## config.mk

```make
export PLATFORM = sky130hd
export DESIGN_NAME = bram_stream_reader
export DESIGN_NICKNAME = d
export VERILOG_FILES = /design/src/rtl/bram_reader_pkg.sv /design/src/rtl/bram_reader_fifo.sv /design/src/rtl/bram_stream_reader.sv
export SDC_FILE = /design/constraint.sdc
export NUM_CORES = 1
export LEC_CHECK = 0
export CAP_MARGIN = 20
export CELL_PAD_IN_SITES_DETAIL_PLACEMENT = 0
export CELL_PAD_IN_SITES_GLOBAL_PLACEMENT = 1
export CORE_MARGIN = 5
export CORE_UTILIZATION = 45
export CTS_CLUSTER_SIZE = 25
export DETAILED_ROUTE_END_ITERATION = 10
export PLACE_DENSITY_LB_ADDON = 0.1
export SYNTH_ARGS = -nofsm -noshare
export SYNTH_HDL_FRONTEND = slang
export SYNTH_SLANG_ARGS = --single-unit
```

## constraint.sdc

```tcl
create_clock -name CLK -period 3.3 [get_ports CLK]
set_clock_uncertainty 0.05 [all_clocks]
set_input_delay 0.66 -clock CLK [delete_from_list [all_inputs] [get_ports CLK]]
set_output_delay 0.66 -clock CLK [all_outputs]
set_load 0.005 [all_outputs]
```

## src/rtl/bram_reader_pkg.sv

```systemverilog
// Shared types and sizing for the block-RAM stream reader.
package bram_reader_pkg;

  typedef enum logic [1:0] {
    ST_IDLE  = 2'd0,
    ST_RUN   = 2'd1,
    ST_DRAIN = 2'd2
  } state_t;

  localparam int unsigned FIFO_DEPTH   = 4;
  localparam int unsigned MAX_INFLIGHT = 2;
  localparam int unsigned CNT_W        = $clog2(FIFO_DEPTH + 1);

endpackage

```

## src/rtl/bram_reader_fifo.sv

```systemverilog
// Small synchronous FIFO holding {last, data} beats; head is read straight from storage.
module bram_reader_fifo
  import bram_reader_pkg::*;
#(
  parameter int unsigned WIDTH = 33
) (
  input  logic             i_clk,
  input  logic             i_rst_n,
  input  logic             i_push,
  input  logic [WIDTH-1:0] i_data,
  input  logic             i_pop,
  output logic [WIDTH-1:0] o_head,
  output logic             o_empty,
  output logic [CNT_W-1:0] o_count
);

  localparam int unsigned PTR_W = $clog2(FIFO_DEPTH);

  logic [WIDTH-1:0] r_mem [FIFO_DEPTH];
  logic [PTR_W-1:0] r_wr_ptr;
  logic [PTR_W-1:0] r_rd_ptr;
  logic [CNT_W-1:0] r_count;

  // Storage is cleared on reset so the head (and thus OUT_DATA) reads zero.
  always_ff @(posedge i_clk or negedge i_rst_n) begin
    if (!i_rst_n) begin
      for (int unsigned i = 0; i < FIFO_DEPTH; i++) begin
        r_mem[i] <= '0;
      end
      r_wr_ptr <= '0;
      r_rd_ptr <= '0;
      r_count  <= '0;
    end else begin
      if (i_push) begin
        r_mem[r_wr_ptr] <= i_data;
        r_wr_ptr        <= r_wr_ptr + 1'b1;
      end
      if (i_pop) begin
        r_rd_ptr <= r_rd_ptr + 1'b1;
      end
      case ({i_push, i_pop})
        2'b10:   r_count <= r_count + 1'b1;
        2'b01:   r_count <= r_count - 1'b1;
        default: r_count <= r_count;
      endcase
    end
  end

  assign o_head  = r_mem[r_rd_ptr];
  assign o_empty = (r_count == '0);
  assign o_count = r_count;

endmodule

```

## src/rtl/bram_stream_reader.sv

```systemverilog
// Issues credit-limited reads to a one-cycle block RAM and streams the words out with a last flag.
module bram_stream_reader
  import bram_reader_pkg::*;
#(
  parameter int unsigned DATA_WIDTH = 32,
  parameter int unsigned ADDR_WIDTH = 9
) (
  input  logic                  CLK,
  input  logic                  RST_N,
  input  logic                  CMD_VALID,
  output logic                  CMD_READY,
  input  logic [ADDR_WIDTH-1:0] CMD_ADDR,
  input  logic [ADDR_WIDTH:0]   CMD_LEN,
  output logic                  RAM_RE,
  output logic [ADDR_WIDTH-1:0] RAM_RD_ADDR,
  input  logic [DATA_WIDTH-1:0] RAM_DO,
  input  logic                  RAM_DO_VALID,
  output logic                  OUT_VALID,
  input  logic                  OUT_READY,
  output logic [DATA_WIDTH-1:0] OUT_DATA,
  output logic                  OUT_LAST,
  output logic                  DONE
);

  localparam logic [ADDR_WIDTH:0] LEN_ONE = {{ADDR_WIDTH{1'b0}}, 1'b1};

  state_t                r_state;
  state_t                w_state_nxt;
  logic [ADDR_WIDTH-1:0] r_issue_addr;
  logic [ADDR_WIDTH:0]   r_remaining;
  logic [1:0]            r_inflight;
  logic                  r_ram_re;
  logic [ADDR_WIDTH-1:0] r_ram_rd_addr;
  logic                  r_done;

  logic                  w_cmd_fire;
  logic                  w_issue;
  logic                  w_exit;
  logic                  w_rd_ret;
  logic                  w_push_last;
  logic                  w_pop;
  logic                  w_fifo_empty;
  logic [CNT_W-1:0]      w_fifo_count;
  logic [CNT_W:0]        w_credit_used;
  logic [DATA_WIDTH:0]   w_head;

  assign CMD_READY     = (r_state == ST_IDLE);
  assign w_cmd_fire    = CMD_VALID && CMD_READY;
  assign w_credit_used = (CNT_W+1)'(w_fifo_count) + (CNT_W+1)'(r_inflight);
  // Returns with nothing outstanding (e.g. reads issued before a reset) are dropped.
  assign w_rd_ret      = RAM_DO_VALID && (r_inflight != '0);
  // All reads are issued once in DRAIN, so the sole outstanding read is the final one.
  assign w_push_last   = (r_state == ST_DRAIN) && (r_inflight == 2'd1);
  assign w_pop         = OUT_VALID && OUT_READY;

  // A zero-length command passes through DRAIN with nothing queued, which
  // drops CMD_READY for one cycle and lets DONE pulse the cycle after.
  always_comb begin
    w_state_nxt = r_state;
    w_issue     = 1'b0;
    w_exit      = 1'b0;
    unique case (r_state)
      ST_IDLE: begin
        if (w_cmd_fire) begin
          w_state_nxt = (CMD_LEN == '0) ? ST_DRAIN : ST_RUN;
        end
      end
      ST_RUN: begin
        w_issue = (r_remaining != '0) &&
                  (w_credit_used < (CNT_W+1)'(FIFO_DEPTH));
        if (w_issue && (r_remaining == LEN_ONE)) begin
          w_state_nxt = ST_DRAIN;
        end
      end
      ST_DRAIN: begin
        w_exit = (w_pop && w_head[DATA_WIDTH]) ||
                 (w_fifo_empty && (r_inflight == '0));
        if (w_exit) begin
          w_state_nxt = ST_IDLE;
        end
      end
      default: w_state_nxt = ST_IDLE;
    endcase
  end

  always_ff @(posedge CLK or negedge RST_N) begin
    if (!RST_N) begin
      r_state       <= ST_IDLE;
      r_issue_addr  <= '0;
      r_remaining   <= '0;
      r_inflight    <= '0;
      r_ram_re      <= 1'b0;
      r_ram_rd_addr <= '0;
      r_done        <= 1'b0;
    end else begin
      r_state  <= w_state_nxt;
      r_ram_re <= w_issue;
      r_done   <= w_exit;
      if (w_cmd_fire) begin
        r_issue_addr <= CMD_ADDR;
        r_remaining  <= CMD_LEN;
      end else if (w_issue) begin
        r_issue_addr <= r_issue_addr + 1'b1;
        r_remaining  <= r_remaining - 1'b1;
      end
      if (w_issue) begin
        r_ram_rd_addr <= r_issue_addr;
      end
      case ({w_issue, w_rd_ret})
        2'b10:   r_inflight <= r_inflight + 1'b1;
        2'b01:   r_inflight <= r_inflight - 1'b1;
        default: r_inflight <= r_inflight;
      endcase
    end
  end

  bram_reader_fifo #(
    .WIDTH (DATA_WIDTH + 1)
  ) u_fifo (
    .i_clk   (CLK),
    .i_rst_n (RST_N),
    .i_push  (w_rd_ret),
    .i_data  ({w_push_last, RAM_DO}),
    .i_pop   (w_pop),
    .o_head  (w_head),
    .o_empty (w_fifo_empty),
    .o_count (w_fifo_count)
  );

  assign RAM_RE      = r_ram_re;
  assign RAM_RD_ADDR = r_ram_rd_addr;
  assign OUT_VALID   = !w_fifo_empty;
  assign OUT_DATA    = w_head[DATA_WIDTH-1:0];
  assign OUT_LAST    = w_head[DATA_WIDTH];
  assign DONE        = r_done;

endmodule

```

* Yosys cells after proc, flatten, opt, wreduce, memory -nomap -nowiden
Index checks and enable logic that the tools add are counted.
** Word-level totals
- Flip-flop bits (word level) :: 173
- Word-level logic and storage cells :: 80
- Bits of input ports :: 56
** Cells by class
- Eq/ne operators :: 11
- Bitwise gates (word level) :: 2
- Reduce and logical (&&, ||, !) cells :: 21
- Muxes and demuxes :: 19
- $add $sub $neg :: 9
- Magnitude comparators :: 4
** Operator list (count)
- bitwise mux 132 bit :: 1
- two-way mux 33 bit :: 3
- binary-select mux 33 bit (select 2 bit) :: 1
- demux 33 bit (select 2 bit) :: 1
- two-way mux 10 bit :: 2
- two-way mux 9 bit :: 2
- == test 10 x 1 -> 1 bit (second input constant) :: 1
- logical NOT 10 bit :: 1
- nonzero test 10 bit :: 1
- subtractor 10 x 1 -> 10 bit (second input constant) :: 1
- adder 9 x 1 -> 9 bit (second input constant) :: 1
- logical AND 1 bit :: 9
- == test 2 x 1 -> 1 bit (second input constant) :: 4
- two-way mux 2 bit :: 4
- nonzero test 2 bit :: 4
- adder 2 x 1 -> 2 bit (second input constant) :: 3
- == test 2 bit (second input constant) :: 3
- >= comparator 3 bit (second input constant) :: 2
- NOT 2 -> 3 bit :: 2
- case mux 2 bit (3 select lines) :: 1
- case mux 3 bit (2 select lines) :: 1
- adder 3 x 2 -> 4 bit :: 1
- logical NOT 2 bit :: 2
- < comparator 4 x 3 -> 1 bit (second input constant) :: 1
- other kinds (12) :: 14

* Longest topological paths before layout
- Word-level depth :: 8
- Gate-level depth with buffers :: 11

* Cells and area by module
A second synthesis with hierarchy kept.
** Second synthesis, totals
- Cells, all modules :: 552
- Area total of the unflattened synthesis :: 7968.9 um^2
** By module, submodules not included
- bram_reader_fifo :: instances 1, area each 6174.7 um^2, cells each 353, sequential area each 3478.3 um^2
- bram_stream_reader :: instances 1, area each 1794.2 um^2, cells each 199, sequential area each 850.8 um^2

* Worst setup path after synthesis
No wires, ideal clock.
- Path kind :: flip-flop to flip-flop
- Start :: reg r_inflight[1]
- End :: reg r_inflight[1]
- Arrival :: 2.201 ns
- Period minus slack after synthesis :: 2.378 ns
- Buffers on the path :: 3
- Setup slack :: 0.922 ns
- Stages on the path, launching flop included :: 11
- Library setup time :: 0.127 ns
- Path through :: dfrtp_1 > ha_1 > a311oi_1 > nand2b_1 > clkbuf_1 > or2_4 > buf_6 > buf_2 > ha_1 > nand2_1 > o21ai_0
** On the way
- Word-level cells in the longest chain between the ends :: 6
** Ends and longest elaborated chain
- from (decl) :: RTL line bram_stream_reader.sv:31 : logic [1:0] r_inflight;
- from (signal assigned) :: RTL line bram_stream_reader.sv:110 : 2'b10: r_inflight <= r_inflight + 1'b1;
- from (signal assigned) :: RTL line bram_stream_reader.sv:111 : 2'b01: r_inflight <= r_inflight - 1'b1;
- from (signal assigned) :: RTL line bram_stream_reader.sv:112 : default: r_inflight <= r_inflight;
- adder 3 x 2 -> 4 bit :: RTL line bram_stream_reader.sv:49 : assign w_credit_used = (CNT_W+1)'(w_fifo_count) + (CNT_W+1)'(r_inflight);
- < comparator 4 x 3 -> 1 bit :: RTL line bram_stream_reader.sv:70 : (w_credit_used < (CNT_W+1)'(FIFO_DEPTH));
- logical AND 1 bit :: RTL line bram_stream_reader.sv:69 : w_issue = (r_remaining != '0) &&
- two-way mux 1 bit :: RTL line bram_stream_reader.sv:62 : unique case (r_state)
- == test 2 x 1 -> 1 bit / == test 2 bit (equally long branches) :: RTL line bram_stream_reader.sv:109 : case ({w_issue, w_rd_ret})
- case mux 2 bit (2 select lines) / nonzero test 2 bit (equally long branches)
Several ways; a longest one is shown, not always the timed one.
A chain may end at the register's enable or synchronous reset.

* Worst setup path in the final report
- Start :: reg u_fifo.r_rd_ptr[0]
- End :: out OUT_DATA[20]
** On the way
- Word-level cells in the longest chain between the ends :: 4
** Ends and longest elaborated chain
- from (decl) :: RTL line bram_reader_fifo.sv:21 : logic [PTR_W-1:0] r_rd_ptr;
- from (signal assigned) :: RTL line bram_reader_fifo.sv:39 : r_rd_ptr <= r_rd_ptr + 1'b1;
- NOT 2 -> 3 bit (implied by the code) :: RTL line bram_reader_fifo.sv:49 : assign o_head = r_mem[r_rd_ptr];
- binary-select mux 33 bit (select 2 bit) :: RTL line bram_reader_fifo.sv:49
- two-way mux 33 bit (implied by the code) (2 in series) :: RTL line bram_reader_fifo.sv:49
- to (decl) :: RTL line bram_stream_reader.sv:20 : output logic [DATA_WIDTH-1:0] OUT_DATA,
Every way passes these cells. The select of a mux whose other input is x is not followed.

==> impl_metrics.py <==
metrics = {
    "clocking": {
        "cts_tree": "built",
        "clkLatencyLatePin_ns": 0.42,
        "clock_sinks": 173,
        "post-cts-setup-buffer-count": 0,
        "ctsHtreeMaxLevel": 4,
        "cts_root_buffer": "clkbuf_16",
        "cts_made_buffers": 17,
        "ctsLongestPathBuffers": 2,
        "ctsResizeCount": 0,
        "path_clk_slew_ns": 0.07,
        "cts_hold_buf": 0,
    },
    "synth": {
        "synth.most_common_cell": "dfrtp_1",
        "synth_nets": 632,
        "seq_area_frac_synth_pct": 55.2,
        "ys.flop_type": "dfrtp_1",
        "synth-async-reset-ratio_pct": 100,
        "synthCells": 562,
        "synth_common_cells": "173 x dfrtp_1, 128 x mux2_2, 51 x nand2_1",
        "synth.cell_area_um2": 7850,
        "synth_top_area_share_pct": 55.2,
        "netlist_top_cells_area": "dfrtp_1 55%, mux2_2 18%, mux4_2 9.5%",
        "ys_ff_latch": 173,
        "synth-edff-count": 0,
        "synth.avg_cell_area_um2": 14.0,
        "yosys.area.top_type": "dfrtp_1",
        "yosysWarnings": 0,
        "synthDistinctLibCells": 48,
    },
    "final_layout": {
        "num_antenna_cells": 0,
        "drive_gt1_share_pct": 32.8,
        "ff_latch_area_um2": 4330,
        "fill_cells": 1437,
        "design_area_um2": 9720,
        "area_growth_pct": 23.9,
        "fin_cells": 908,
        "multi_input_area_um2": 3320,
        "fin_nets": 740,
    },
    "hold_path": {
        "hp-class": "input port to async pin",
    },
    "power": {
        "swShare_pct": 31.3,
        "clkPwrFrac_pct": 18.3,
        "irDropWorstVdd_mv": 0.503,
        "power_density_nw_per_um2": 1050,
        "p_comb_share_pct": 44.0,
        "p_leak_uw": 0.00412,
        "p_sw_uw": 3200,
        "internal_power_uw": 7010,
        "power_frac_seq_pct": 37.6,
    },
    "sta": {
        "finalHoldViolations": 0,
        "final.setup.tns_ns": 0,
        "slew_headroom_pct": 51.3,
        "setup_viol": 0,
        "fmax_ghz": 0.346,
        "finalMaxSlewViolations": 0,
        "min_period_over_period_pct": 87.7,
        "rsz0062_at_grt": "false",
        "holdWs_ns": 0.195,
        "setup_ws_ns": 0.406,
        "min_period_ns": 2.89,
        "max_slew.worst_pin.slew_ns": 0.730,
    },
    "drt": {
        "post-route-drc-count": 0,
        "via_per_inst": 5.48,
        "dr_total_vias": 4980,
        "ant_nets": 0,
        "met1Wirelength_mm": 7.43,
        "wl_met2_mm": 8.51,
        "highest_layer": "met4",
        "drtPass1Iterations": 4,
        "initialDrtViolationCount": 231,
        "wl_mm": 17.2,
        "drt-wirelength-per-cell_um": 19.0,
        "wl_met3_mm": 1.09,
    },
    "die": {
        "coreArea_um2": 17200,
        "dieArea_um2": 20200,
        "row_count": 48,
        "die_x_um": 142,
        "io_pins": 102,
        "start_util_pct": 45.7,
        "dieHeight_um": 142,
    },
    "global_routing": {
        "grt-ovfl-total": 0,
        "grt_pass1_vias": 5456,
        "grt_antenna_before_repair": 0,
        "grt_max_degree": 77,
        "grt_pass1_wl_mm": 28.9,
        "grt_use_total_pct": 18.3,
    },
    "setup_path": {
        "r2r_end": "r_issue_addr[8]$_DFFE_PN0P_",
        "crit_end": "OUT_DATA[20]",
        "start_kind": "flip-flop",
        "worst-path-stages": 3,
        "crit_fanout": 18,
        "r2r_start": "r_inflight[1]$_DFFE_PN0P_",
        "r2r_cells": 7,
        "end_kind": "output port",
        "crit_start": "u_fifo.r_rd_ptr[0]$_DFFE_PN0P_",
        "cp_num_buf_inv": 2,
        "critPathMaxStageDelay_ns": 0.59,
        "cp_data_required_time_ns": 2.59,
        "crit_arrival_ns": 2.18,
        "cpMaxStageDelayCell": "mux4_2",
        "r2r_slack_ns": 0.65,
        "cp_cell_sequence": "buf_4 -> mux4_2 -> clkdlybuf4s50_1",
        "crit_type": "flip-flop to output port",
        "critPathTopFamily": "buffers and inverters",
    },
    "placed_design": {
        "place_ws_ns": 0.656,
        "dp_hpwl_mm": 11.8,
        "place_congestion": 0.826,
        "dpl_cell_area_um2": 9170,
        "io_buffers": 101,
        "dpl.cell_count": 876,
    },
    "job": {
        "drv_cap": 0,
    },
    "status": {
        "status": "finished clean",
    },
}
[final cells by class]
cell class,instances,share of cell area (%)
flip-flops and latches,173,44.5
multi-input cells,342,34.2
repair buffers,118,12.0
clock buffers,22,4.77
well taps,225,2.90
clock inverters,10,0.926
inverters,18,0.695
[worst reg2reg max path, stage by stage, from the launching register on]
cell	delay (ns)
dfrtp_1	0.40
ha_1	0.30
a311oi_1	0.34
nand2b_1	0.24
or2_4	0.44
inv_2	0.29
nor2_1	0.15
a221o_1	0.32
[cell families (layout without fill, tap and decap cells)]
family / Yosys count / count (layout) / share of synthesized area [%]
XOR/XNOR: 10 / 10 / 1.12
multiplexers: 161 / 161 / 27.8
flip-flops: 173 / 173 / 55.2
AO/OA/AOI/OAI: 55 / 55 / 4.69
AND/OR/NAND/NOR: 102 / 102 / 6.27
buffers and inverters: 47 / 168 / 2.60
adder cells (fa/ha/maj): 14 / 14 / 2.33
[worst min path at each step]
| stage | startpoint | end | slack [ns] |
|---|---|---|---|
| global placement | u_fifo.r_mem[65]$_DFFE_PN0P_ | u_fifo.r_mem[65]$_DFFE_PN0P_ | 0.41 |
| detailed placement | RAM_RD_ADDR[7]$_DFFE_PN0P_ | RAM_RD_ADDR[7]$_DFFE_PN0P_ | 0.42 |
| CTS | RST_N | r_remaining[2]$_DFFE_PN0P_ | 0.23 |
| floorplan | RST_N | DONE$_DFF_PN0_ | 0.31 |
| finish | RST_N | r_remaining[2]$_DFFE_PN0P_ | 0.20 |
| global route | RST_N | r_remaining[2]$_DFFE_PN0P_ | 0.26 |
[power groups by stage]
stage / logic, uW / registers [uW] / clock network, uW
final: 4490 / 3840 / 1870
after global routing: 4930 / 3990 / 2030
after CTS: 4590 / 3840 / 1940
after detailed placement: 4560 / 3880 / 0
after global placement: 4460 / 3790 / 0
after floorplan: 2900 / 3640 / 0
[per-layer routing]
| layer | up-vias | global-route usage [%] |
|---|---|---|
| met4 | 0 | 5.00 |
| li1 | 2274 | - |
| met5 | - | 0 |
| met1 | 2561 | 24.1 |
| met2 | 128 | 30.4 |
| met3 | 17 | 4.57 |
[state kept, by name, summed over array words and instances, names as in the netlist]
signal           count
r_remaining         10
RAM_RD_ADDR          9
RAM_RE               1
u_fifo.r_wr_ptr      2
r_issue_addr         9
u_fifo.o_count       3
r_state              2
u_fifo.r_rd_ptr      2
u_fifo.r_mem       132
r_inflight           2
DONE                 1
[through the flow]
| stage | total power [uW] | utilization (%) |
|---|---|---|
| after global placement | 8250 | 53.4 |
| after CTS | 10400 | 56.6 |
| final | 10200 | 56.6 |
| after detailed placement | 8440 | 53.4 |
| after floorplan | 6530 | - |
| after global routing | 10900 | 56.6 |
[placed cells by master, fill, tap and decap left out, types with 3 or more instances in the layout]
cell type,count
a21o_1,3
a21oi_1,9
a221o_1,5
and3_1,3
buf_4,15
clkbuf_1,3
clkbuf_16,17
clkdlybuf4s50_1,100
clkinv_2,4
clkinvlp_4,3
dfrtp_1,171
ha_1,13
inv_1,17
mux2_2,128
mux4_2,33
nand2_1,47
nand2_2,4
nand2b_1,3
nand3_1,7
nor2_1,13
nor2b_1,3
nor3_1,3
nor4_1,8
o21ai_0,16
o21ai_2,3
o22ai_1,4
xnor2_1,7
xor2_1,3
Power figures use the tool's default switching activity.
